<file path="src/rtl/uart_tx_ctrl.sv">
// uart_tx_ctrl: UART transmit sequencer.
// Accepts one word over a valid/ready handshake and sends it on txd as a frame:
// start bit, DATA_BITS data bits LSB first, optional parity bit, STOP_BITS stop bits.
// Every bit boundary falls on a baud_en tick from baud_generate.
// Build option: define UART_TX_PARITY_EN to insert the parity bit
// (even parity when PARITY_ODD = 0, odd parity when PARITY_ODD = 1).
module uart_tx_ctrl #(
  parameter int unsigned DATA_BITS  = 8,
  parameter int unsigned STOP_BITS  = 1,
  parameter int unsigned PARITY_ODD = 0
) (
  input  logic                 clk,
  input  logic                 rst_n,
  input  logic                 baud_en,
  input  logic [DATA_BITS-1:0] tx_data,
  input  logic                 tx_valid,
  output logic                 tx_ready,
  output logic                 txd,
  output logic                 tx_busy,
  output logic                 tx_done
);

  localparam int unsigned     CntW     = $clog2(DATA_BITS);
  localparam logic [CntW-1:0] BitLast  = CntW'(DATA_BITS - 1);
  localparam int unsigned     StopW    = (STOP_BITS > 1) ? $clog2(STOP_BITS) : 1;
  localparam logic [StopW-1:0] StopLast = StopW'(STOP_BITS - 1);

  // Reject configurations the frame format cannot express.
  if (DATA_BITS < 5 || DATA_BITS > 8 || STOP_BITS < 1 || STOP_BITS > 2 || PARITY_ODD > 1)
  begin : g_bad_cfg
    $error("uart_tx_ctrl: DATA_BITS, STOP_BITS or PARITY_ODD out of range");
  end

`ifdef UART_TX_PARITY_EN
  typedef enum logic [2:0] {
    S_IDLE, S_SYNC, S_START, S_DATA, S_PARITY, S_STOP
  } state_e;
`else
  typedef enum logic [2:0] {
    S_IDLE, S_SYNC, S_START, S_DATA, S_STOP
  } state_e;
`endif

  state_e                 state_q;
  logic [CntW-1:0]        bit_cnt_q;
  logic [StopW-1:0]       stop_cnt_q;
  logic [DATA_BITS-1:0]   shift_q;

  logic accept;
  logic shift_en;

  assign tx_ready = (state_q == S_IDLE);
  assign accept   = tx_valid && (state_q == S_IDLE);
  // The register advances on the tick that puts the next data bit on txd.
  assign shift_en = baud_en &&
                    ((state_q == S_START) ||
                     ((state_q == S_DATA) && (bit_cnt_q != BitLast)));

`ifdef UART_TX_PARITY_EN
  logic [DATA_BITS-1:0] data_q;
  logic                 parity_bit;

  // Parity comes from the word captured at accept; tx_data may change mid-frame.
  assign parity_bit = (PARITY_ODD != 0) ? ~^data_q : ^data_q;

  // Keep an unshifted copy of the accepted word for the parity calculation.
  always_ff @(posedge clk) begin
    if (accept) begin
      data_q <= tx_data;
    end
  end
`endif

  // Data shift register: load on accept, shift right once per transmitted data bit.
  // NOTE: pure datapath with no reset; the FSM never reads it outside a frame, so a reset adds nothing.
  always_ff @(posedge clk) begin
    if (accept) begin
      shift_q <= tx_data;
    end else if (shift_en) begin
      shift_q <= shift_q >> 1;
    end
  end

  // Frame sequencer with registered txd / tx_busy / tx_done.
  // NOTE: non-blocking assignments only, so every branch sees the pre-edge state and outputs.
  always_ff @(posedge clk) begin
    if (!rst_n) begin
      state_q    <= S_IDLE;
      txd        <= 1'b1;
      tx_busy    <= 1'b0;
      tx_done    <= 1'b0;
      bit_cnt_q  <= '0;
      stop_cnt_q <= '0;
    end else begin
      tx_done <= 1'b0;
      case (state_q)
        S_IDLE: begin
          txd <= 1'b1;
          if (tx_valid) begin
            state_q    <= S_SYNC;
            tx_busy    <= 1'b1;
            bit_cnt_q  <= '0;
            stop_cnt_q <= '0;
          end
        end
        S_SYNC: begin
          if (baud_en) begin
            txd     <= 1'b0;
            state_q <= S_START;
          end
        end
        S_START: begin
          if (baud_en) begin
            txd     <= shift_q[0];
            state_q <= S_DATA;
          end
        end
        S_DATA: begin
          if (baud_en) begin
            if (bit_cnt_q == BitLast) begin
`ifdef UART_TX_PARITY_EN
              txd     <= parity_bit;
              state_q <= S_PARITY;
`else
              txd     <= 1'b1;
              state_q <= S_STOP;
`endif
            end else begin
              txd       <= shift_q[0];
              bit_cnt_q <= bit_cnt_q + 1'b1;
            end
          end
        end
`ifdef UART_TX_PARITY_EN
        S_PARITY: begin
          if (baud_en) begin
            txd     <= 1'b1;
            state_q <= S_STOP;
          end
        end
`endif
        S_STOP: begin
          if (baud_en) begin
            if (stop_cnt_q == StopLast) begin
              state_q <= S_IDLE;
              tx_busy <= 1'b0;
              tx_done <= 1'b1;
            end else begin
              stop_cnt_q <= stop_cnt_q + 1'b1;
            end
          end
        end
        default: begin
          state_q <= S_IDLE;
          txd     <= 1'b1;
          tx_busy <= 1'b0;
        end
      endcase
    end
  end

endmodule

</file>
<file path="config.mk">
export PLATFORM = sky130hd
export DESIGN_NAME = uart_tx_ctrl
export DESIGN_NICKNAME = d
export VERILOG_FILES = /design/src/rtl/uart_tx_ctrl.sv
export SDC_FILE = /design/constraint.sdc
export NUM_CORES = 1
export LEC_CHECK = 0
export CORE_ASPECT_RATIO = 1.25
export CORE_MARGIN = 2
export CORE_UTILIZATION = 37
export DETAILED_ROUTE_END_ITERATION = 8
export SLEW_MARGIN = 30
export SYNTH_ARGS = -nofsm -noshare
export SYNTH_HDL_FRONTEND = slang
export SYNTH_SLANG_ARGS = --single-unit
</file>
<file path="constraint.sdc">
create_clock -name clk -period 4 [get_ports clk]
set_clock_uncertainty 0.1 [all_clocks]
set_input_delay 0.6 -clock clk [delete_from_list [all_inputs] [get_ports clk]]
set_output_delay 0.6 -clock clk [all_outputs]
set_load 0.03 [all_outputs]
</file>
==> After elaboration in Yosys (flattened, before gate mapping) <==
Cells that the tools add are included.
{ "word_totals": {"reg_bits": 18, "input_bits": 12, "output_inout_bits": 4, "elab_cells": 68} }
{ "classes": {"addsub": 2, "eq_ne": 14, "mux": 28, "n_bitwise": 2, "reduce_logical": 15} }
{ "op_table": {"columns": ["op", "count"], "rows": [
  ["$mux 3", 10],
  ["$mux 8", 2],
  ["$pmux 3 s5", 1],
  ["$ne 2x2->1 const B", 7],
  ["$reduce_and 4->1", 3],
  ["$mux 1", 11],
  ["$reduce_and 7->1", 1],
  ["$eq 3x2->1 const B", 2],
  ["$eq 3x3->1 const B", 2],
  ["$pmux 3 s2", 1],
  ["$reduce_and 3->1", 2],
  ["$reduce_bool 2->1", 3],
  ["$pmux 1 s4", 1],
  ["$add 3x1->3 const B", 1],
  ["$eq 3x1->1 const B", 1],
  ["$logic_and 1x1->1", 3],
  ["$logic_not 3->1", 1],
  ["$ne 3x3->1 const B", 1],
  ["$pmux 1 s3", 1],
  ["$reduce_or 3->1", 1],
  ["$ne 2x1->1 const B", 1],
  ["$not 1->1", 2],
  ["$pmux 1 s2", 1],
  ["$add 1x1->1 const B", 1],
  ["$logic_or 1x1->1", 1]
]} }

==> Logic depth before layout (Yosys ltp) <==
Gate-level depths: netlist (run 1).
{ "logic_depth": {"word_depth": 6, "depth_mapped": 5, "mapped_depth_nobuf": 5} }

==> Worst setup path after synthesis (run 1) <==
OpenSTA, ideal clock, no wires.
{ "synth_path": {"kind": "input-to-reg", "startpoint": "input tx_valid", "endpoint": "register shift_q[0] (enable)", "setup_ns": 0.375, "arrival_time_ns": 1.563, "required_ns": 3.525, "slack_ns": 1.961, "cell_stages": 3, "n_path_buf": 1, "path_cell_list": "or3b_1 -> buf_2 -> a21oi_1"} }
{ "synth_between": {"elab_chain_len": 2} }
{ "synth_lines": {"columns": ["element", "line_no", "text"], "rows": [
  ["start: declaration", "16", "input logic tx_valid,"],
  ["$logic_and 1x1->1", "53", "assign accept = tx_valid && (state_q == S_IDLE);"],
  ["$reduce_bool 2->1 (no source line)", null, null],
  ["end signal: assignment", "78", "shift_q <= tx_data;"],
  ["end signal: assignment", "80", "shift_q <= shift_q >> 1;"],
  ["end: declaration", "47", "logic [DATA_BITS-1:0] shift_q;"]
]} }
No other way between the ends.
A chain may end at the register's enable or synchronous reset.

==> Worst setup path after layout (run 1) <==
{ "layout_path": {"startpoint": "register state_q[1]", "endpoint": "output tx_ready"} }
{ "layout_between": {"elab_chain_len": 1} }
{ "layout_lines": {"columns": ["element", "line_no", "text"], "rows": [
  ["start: declaration", "44", "state_e state_q;"],
  ["start signal: assignment", "88", "state_q <= S_IDLE;"],
  ["start signal: assignment", "100", "state_q <= S_SYNC;"],
  ["start signal: assignment", "109", "state_q <= S_START;"],
  ["$logic_not 3->1", "52", "assign tx_ready = (state_q == S_IDLE);"],
  ["end: declaration", "17", "output logic tx_ready,"]
]} }
No other way between the ends.

==> results of run 1 <==
[flip-flops by register name (all words and copies together) (netlist names)]
name,flops
state_q,3
tx_done,1
shift_q,8
tx_busy,1
bit_cnt_q,3
txd,1
[final cells by class]
| type | instances | area share |
|---|---|---|
| Clock buffer | 4 | 0.0256 |
| Inverter | 2 | 0.00732 |
| Multi-Input combinational cell | 52 | 0.373 |
| Sequential cell | 17 | 0.410 |
| Tap cell | 31 | 0.0378 |
| Timing Repair Buffer | 15 | 0.146 |
[power by group]
group          leakage (nW)  total (W)  switching [W]  internal, W
clock                0.0150  0.0000916      0.0000528    0.0000388
sequential            0.151   0.000207     0.00000690     0.000200
combinational         0.201  0.0000690      0.0000326    0.0000364
total                 0.366   0.000368      0.0000923     0.000275
[kinds of logic after synthesis]
group | share of synthesized area
and+or+nand+nor | 0.202
DFF | 0.499
AOI/OAI and AO/OA | 0.0935
muxes | 0.129
buffers and inverters | 0.0475
adders and majority gates | 0.0297
[metrics by stage]
stage | setup WS (ns) | instances | area (um^2) | power [W]
6_report | 1.48 | 121 | 1030 | 0.000368
5_1_grt | 1.39 | 121 | 1030 | 0.000390
2_1_floorplan | 1.96 | 77 | 843 | 0.000259
4_1_cts | 1.47 | 121 | 1030 | 0.000373
3_3_place_gp | 1.30 | 117 | 1000 | 0.000279
3_5_place_dp | 1.25 | 117 | 1000 | 0.000281
[worst max-delay path: stages, from the launching register on]
cell             delay [ns]
dfxtp_1                0.38
or2_2                  0.38
nor2_1                 0.10
clkdlybuf4s50_1        0.67
[how the worst max path moves through the flow]
stage                      end  slack (ns)  cells after the start
floorplan           shift_q[0]        1.96                      3
global placement    shift_q[3]        1.30                      3
detailed placement  shift_q[7]        1.25                      3
CTS                   tx_ready        1.47                      3
global route          tx_ready        1.39                      3
finish                tx_ready        1.48                      3
[routing by layer]
layer / global-route usage / share of wire / vias to the layer above
met2: 0.196 / 0.47 / 16
met4: 0.0952 / 0.034 / 0
met3: 0.0348 / 0.044 / 5
met1: 0.155 / 0.45 / 269
li1: - / - / 295
met5: 0 / 0 / -
[Yosys cell counts (3+ instances only)]
cell,instances,share of area
a21oi_1,4,0.024
clkbuf_1,3,0.013
dfxtp_1,9,0.21
edfxtp_1,8,0.28
mux2_2,7,0.093
mux2i_1,3,0.036
nand2_1,8,0.036
nor2_1,3,0.013
nor3_1,5,0.030
==> out/results.ini, run 1 <==
[run_status]
status = completed

[place]
place.port_buffers = 15
routabilityCongestion = 0.759
hpwlAfterDp_um = 1050

[timing]
period_needed_ns = 2.52
hold_violations = 0
fin_crit_sh = 0.630
slew_violations = 0
fmax_ghz = 0.397
worst_pin_slew_ns = 0.788
rsz0062_at_grt = no
finalSetupTns_ns = 0
finalSetupViolations = 0
maxSlewHeadroom = 0.475
hold_ws_ns = 0.374

[worst_hold_path]
whs_path_depth = 2
min_path_type = reg -> reg
holdPathEnd = bit_cnt_q[1]
worstHoldStart = bit_cnt_q[1]

[critical_path]
cp.required_ns = 3.30
path_class = reg -> out
startpoint = state_q[1]
arrival_ns = 1.82
reg2reg_to = shift_q[3]
cp-start-kind = register
critPathMaxFanout = 8
rr_worst_depth = 2
r2r_setup_slack_ns = 1.91
r2r-start = state_q[1]
crit_path_end_kind = output pin

[floorplanning]
row_count = 19
ios = 16
dieArea_um2 = 2680
start_util = 0.386
die_h_um = 57.4
core_area_um2 = 2190
die_x_um = 46.7

[clock_network]
tritoncts = done
clock_sinks = 17
insertion_delay_ns = 0.29
cts_resized = 0
htree_levels = 1
ctsHoldBuffers = 0
cts_setup_buffers = 0
cts_buffer_depth = 2
clk_pin_slew_worst_paths_ns = 0.10
cts_root_buf = clkbuf_4
cts_buffers = 3

[yosys]
syn_inst = 77
synth_warnings = 0
ys_seq_elements = 17
synth_ff_type = dfxtp_1
synth.avg_cell_area_um2 = 11.0
synth-edff-count = 8
seq_area_frac_synth = 0.499
yosysUniqueCellTypes = 29
syn_area_um2 = 843
syn_nets = 91
async_reset_ff_frac = 0

[routing]
vias_per_cell = 4.83
drt_iter0_drc = 9
vias = 585
wirelength_um = 1400
ant_nets = 0
drtPass1Iterations = 4
wl_per_cell_um = 11.6
drc = 0

[finish]
final_util = 0.469
regArea_um2 = 420
drive_gt1_frac = 0.144
multi_input_area_um2 = 383
mostFrequentLayoutCells = clkdlybuf4s50_1 (15), dfxtp_1 (9), nand2_1 (8), edfxtp_1 (8), mux2_2 (7)
num_antenna_cells = 0
syn_to_final_growth_pct = 21.7
final_common_cell = clkdlybuf4s50_1
num-fill-cells = 228
nets = 105

[pwr]
ir_drop_v = 0.000225
power.leakage_nw = 0.366
power_density_nw_per_um2 = 358

[flow_run]
drv_cap = 0

[global_routing]
grt_max_degree = 11
grt_pass1_vias = 595
grt_usage = 0.131
overflow = 0
grt_pass1_wl_um = 2480
antenna_found_initial = 0

Note: power is estimated with default switching activity, not from simulation.
==> run 2: changes to the inputs <==
clock period = 2.1 ns   (was 4 ns; I/O delays follow)
==> run 2 against run 1 <==
  * Via count rose by 5.0%
  * Clock power rose by 90%
  * Hold slack got worse by 0.0068 ns
  * Critical path depth did not move
  * Combinational power rose by 120%
  * Non-clock buffer count rose by 6
  * Setup slack got worse by 1.3 ns
  * Sequential power rose by 88%
  * Highest routed layer unchanged
==> out/results.ini, run 2 (synthesis gave the netlist of run 1 again) <==
[run_status]
status = completed

[place]
pre_cts_ws_ns = -0.0369
place.port_buffers = 15
routabilityCongestion = 0.828
hpwlAfterDp_um = 1120

[timing]
fmax_ghz = 0.531
setup_ws_ns = 0.216
period_needed_ns = 1.88
finalSetupViolations = 0
slew_violations = 0
hold_violations = 0
maxSlewHeadroom = 0.784
worst_pin_slew_ns = 0.323
finalSetupTns_ns = 0
rsz0062_at_grt = no
hold_ws_ns = 0.367
fin_crit_sh = 0.897

[global_routing]
use_met1 = 0.164
grt_usage = 0.142
use_met3 = 0.0411
grt_busiest_layer = met2
antenna_found_initial = 0
grt_pass1_vias = 655
grt_use_met2 = 0.232
grt_max_degree = 11
overflow = 0
grt_pass1_wl_um = 2750

[finish]
regMostFlops = shift_q
final_common_cell = clkdlybuf4s50_1
mostFrequentLayoutCells = clkdlybuf4s50_1 (14), dfxtp_1 (9), nand2_1 (8), edfxtp_1 (8), mux2_2 (7)
syn_to_final_growth_pct = 27.0
num-fill-cells = 216
num_antenna_cells = 0
top_regs = shift_q x8, bit_cnt_q x3, state_q x3
drive_gt1_frac = 0.208
nets = 111
largest_reg_flops = 8

[routing]
vias_per_cell = 4.83
wl_per_cell_um = 11.5
vias = 614
drt_iter0_drc = 10
ant_nets = 0
wirelength_um = 1460
drc = 0
drtPass1Iterations = 4

[pwr]
power.share.switching = 0.256
combPwrFrac = 0.209
internal-power_w = 0.000530
seqPwrFrac = 0.547
power_density_nw_per_um2 = 665
ir_drop_v = 0.000463
power.leakage_nw = 0.399
p_switching_w = 0.000182
clkPwrFrac = 0.244

[critical_path]
cp.required_ns = 1.68
rr_worst_depth = 4
path_class = reg -> out
crit_path_end_kind = output pin
arrival_ns = 1.47
cp-start-kind = register
critPathMaxFanout = 6

[floorplanning]
die_x_um = 46.7
core_area_um2 = 2190
die_h_um = 57.4
ios = 16
start_util = 0.386
dieArea_um2 = 2680
row_count = 19

[clock_network]
cts_setup_buffers = 0
cts_buffer_depth = 2
clock_sinks = 17
tritoncts = done
cts_root_buf = clkbuf_4
insertion_delay_ns = 0.29
ctsHoldBuffers = 0
htree_levels = 1
clk_pin_slew_worst_paths_ns = 0.11
cts_buffers = 3

[flow_run]
drv_cap = 0

[worst_hold_path]
whs_path_depth = 2
min_path_type = reg -> reg

[run 2: power by group through the flow]
stage	Sequential [W]	Combinational [W]	Clock, W
3_5_place_dp	0.000397	0.000152	0
4_1_cts	0.000390	0.000150	0.000179
6_report	0.000389	0.000149	0.000174
2_1_floorplan	0.000402	0.0000917	0
3_3_place_gp	0.000396	0.000150	0
5_1_grt	0.000392	0.000163	0.000201
[run 2: per-layer routing]
layer / part of all wire / vias to the layer above
met4: 0.023 / 0
met1: 0.44 / 284
met5: 0 / -
met3: 0.046 / 4
met2: 0.49 / 15
li1: - / 311
[run 2: worst max-delay path, cell delays in order, from the launching register on]
cell and delay (ns):
dfxtp_1 0.32, or2_2 0.35, nor2_1 0.10, dlygate4sd2_1 0.40
[run 2: area by class of cell]
type | count | area (um^2) | share of cell area
Timing Repair Buffer | 21 | 194 | 0.181
Inverter | 2 | 7.51 | 0.00701
Sequential cell | 17 | 420 | 0.393
Clock inverter | 1 | 5.00 | 0.00467
Clock buffer | 3 | 22.5 | 0.0210
Tap cell | 31 | 38.8 | 0.0362
Multi-Input combinational cell | 52 | 383 | 0.357
[run 2: per-stage QoR]
stage / area (um^2) / total power [W] / instances / util
3_3_place_gp: 1040 / 0.000546 / 123 / 0.478
4_1_cts: 1070 / 0.000719 / 127 / 0.490
2_1_floorplan: 843 / 0.000494 / 77 / -
3_5_place_dp: 1040 / 0.000548 / 123 / 0.478
5_1_grt: 1070 / 0.000756 / 127 / 0.490
6_report: 1070 / 0.000712 / 127 / 0.490
[run 2: worst paths after layout]
path | startpoint | to | slack (ns)
worst min-delay path | bit_cnt_q[1] | bit_cnt_q[1] | 0.37
worst max-delay path | state_q[1] | tx_ready | 0.22
worst max register to register | state_q[1] | shift_q[0] | 0.25
worst min register to register | bit_cnt_q[1] | bit_cnt_q[1] | 0.37
[run 2: repair_timing]
item,4_1_cts,5_1_grt
endpoints found under the setup margin,1,0
gates resized for setup,1,0
hold endpoints to repair,0,0
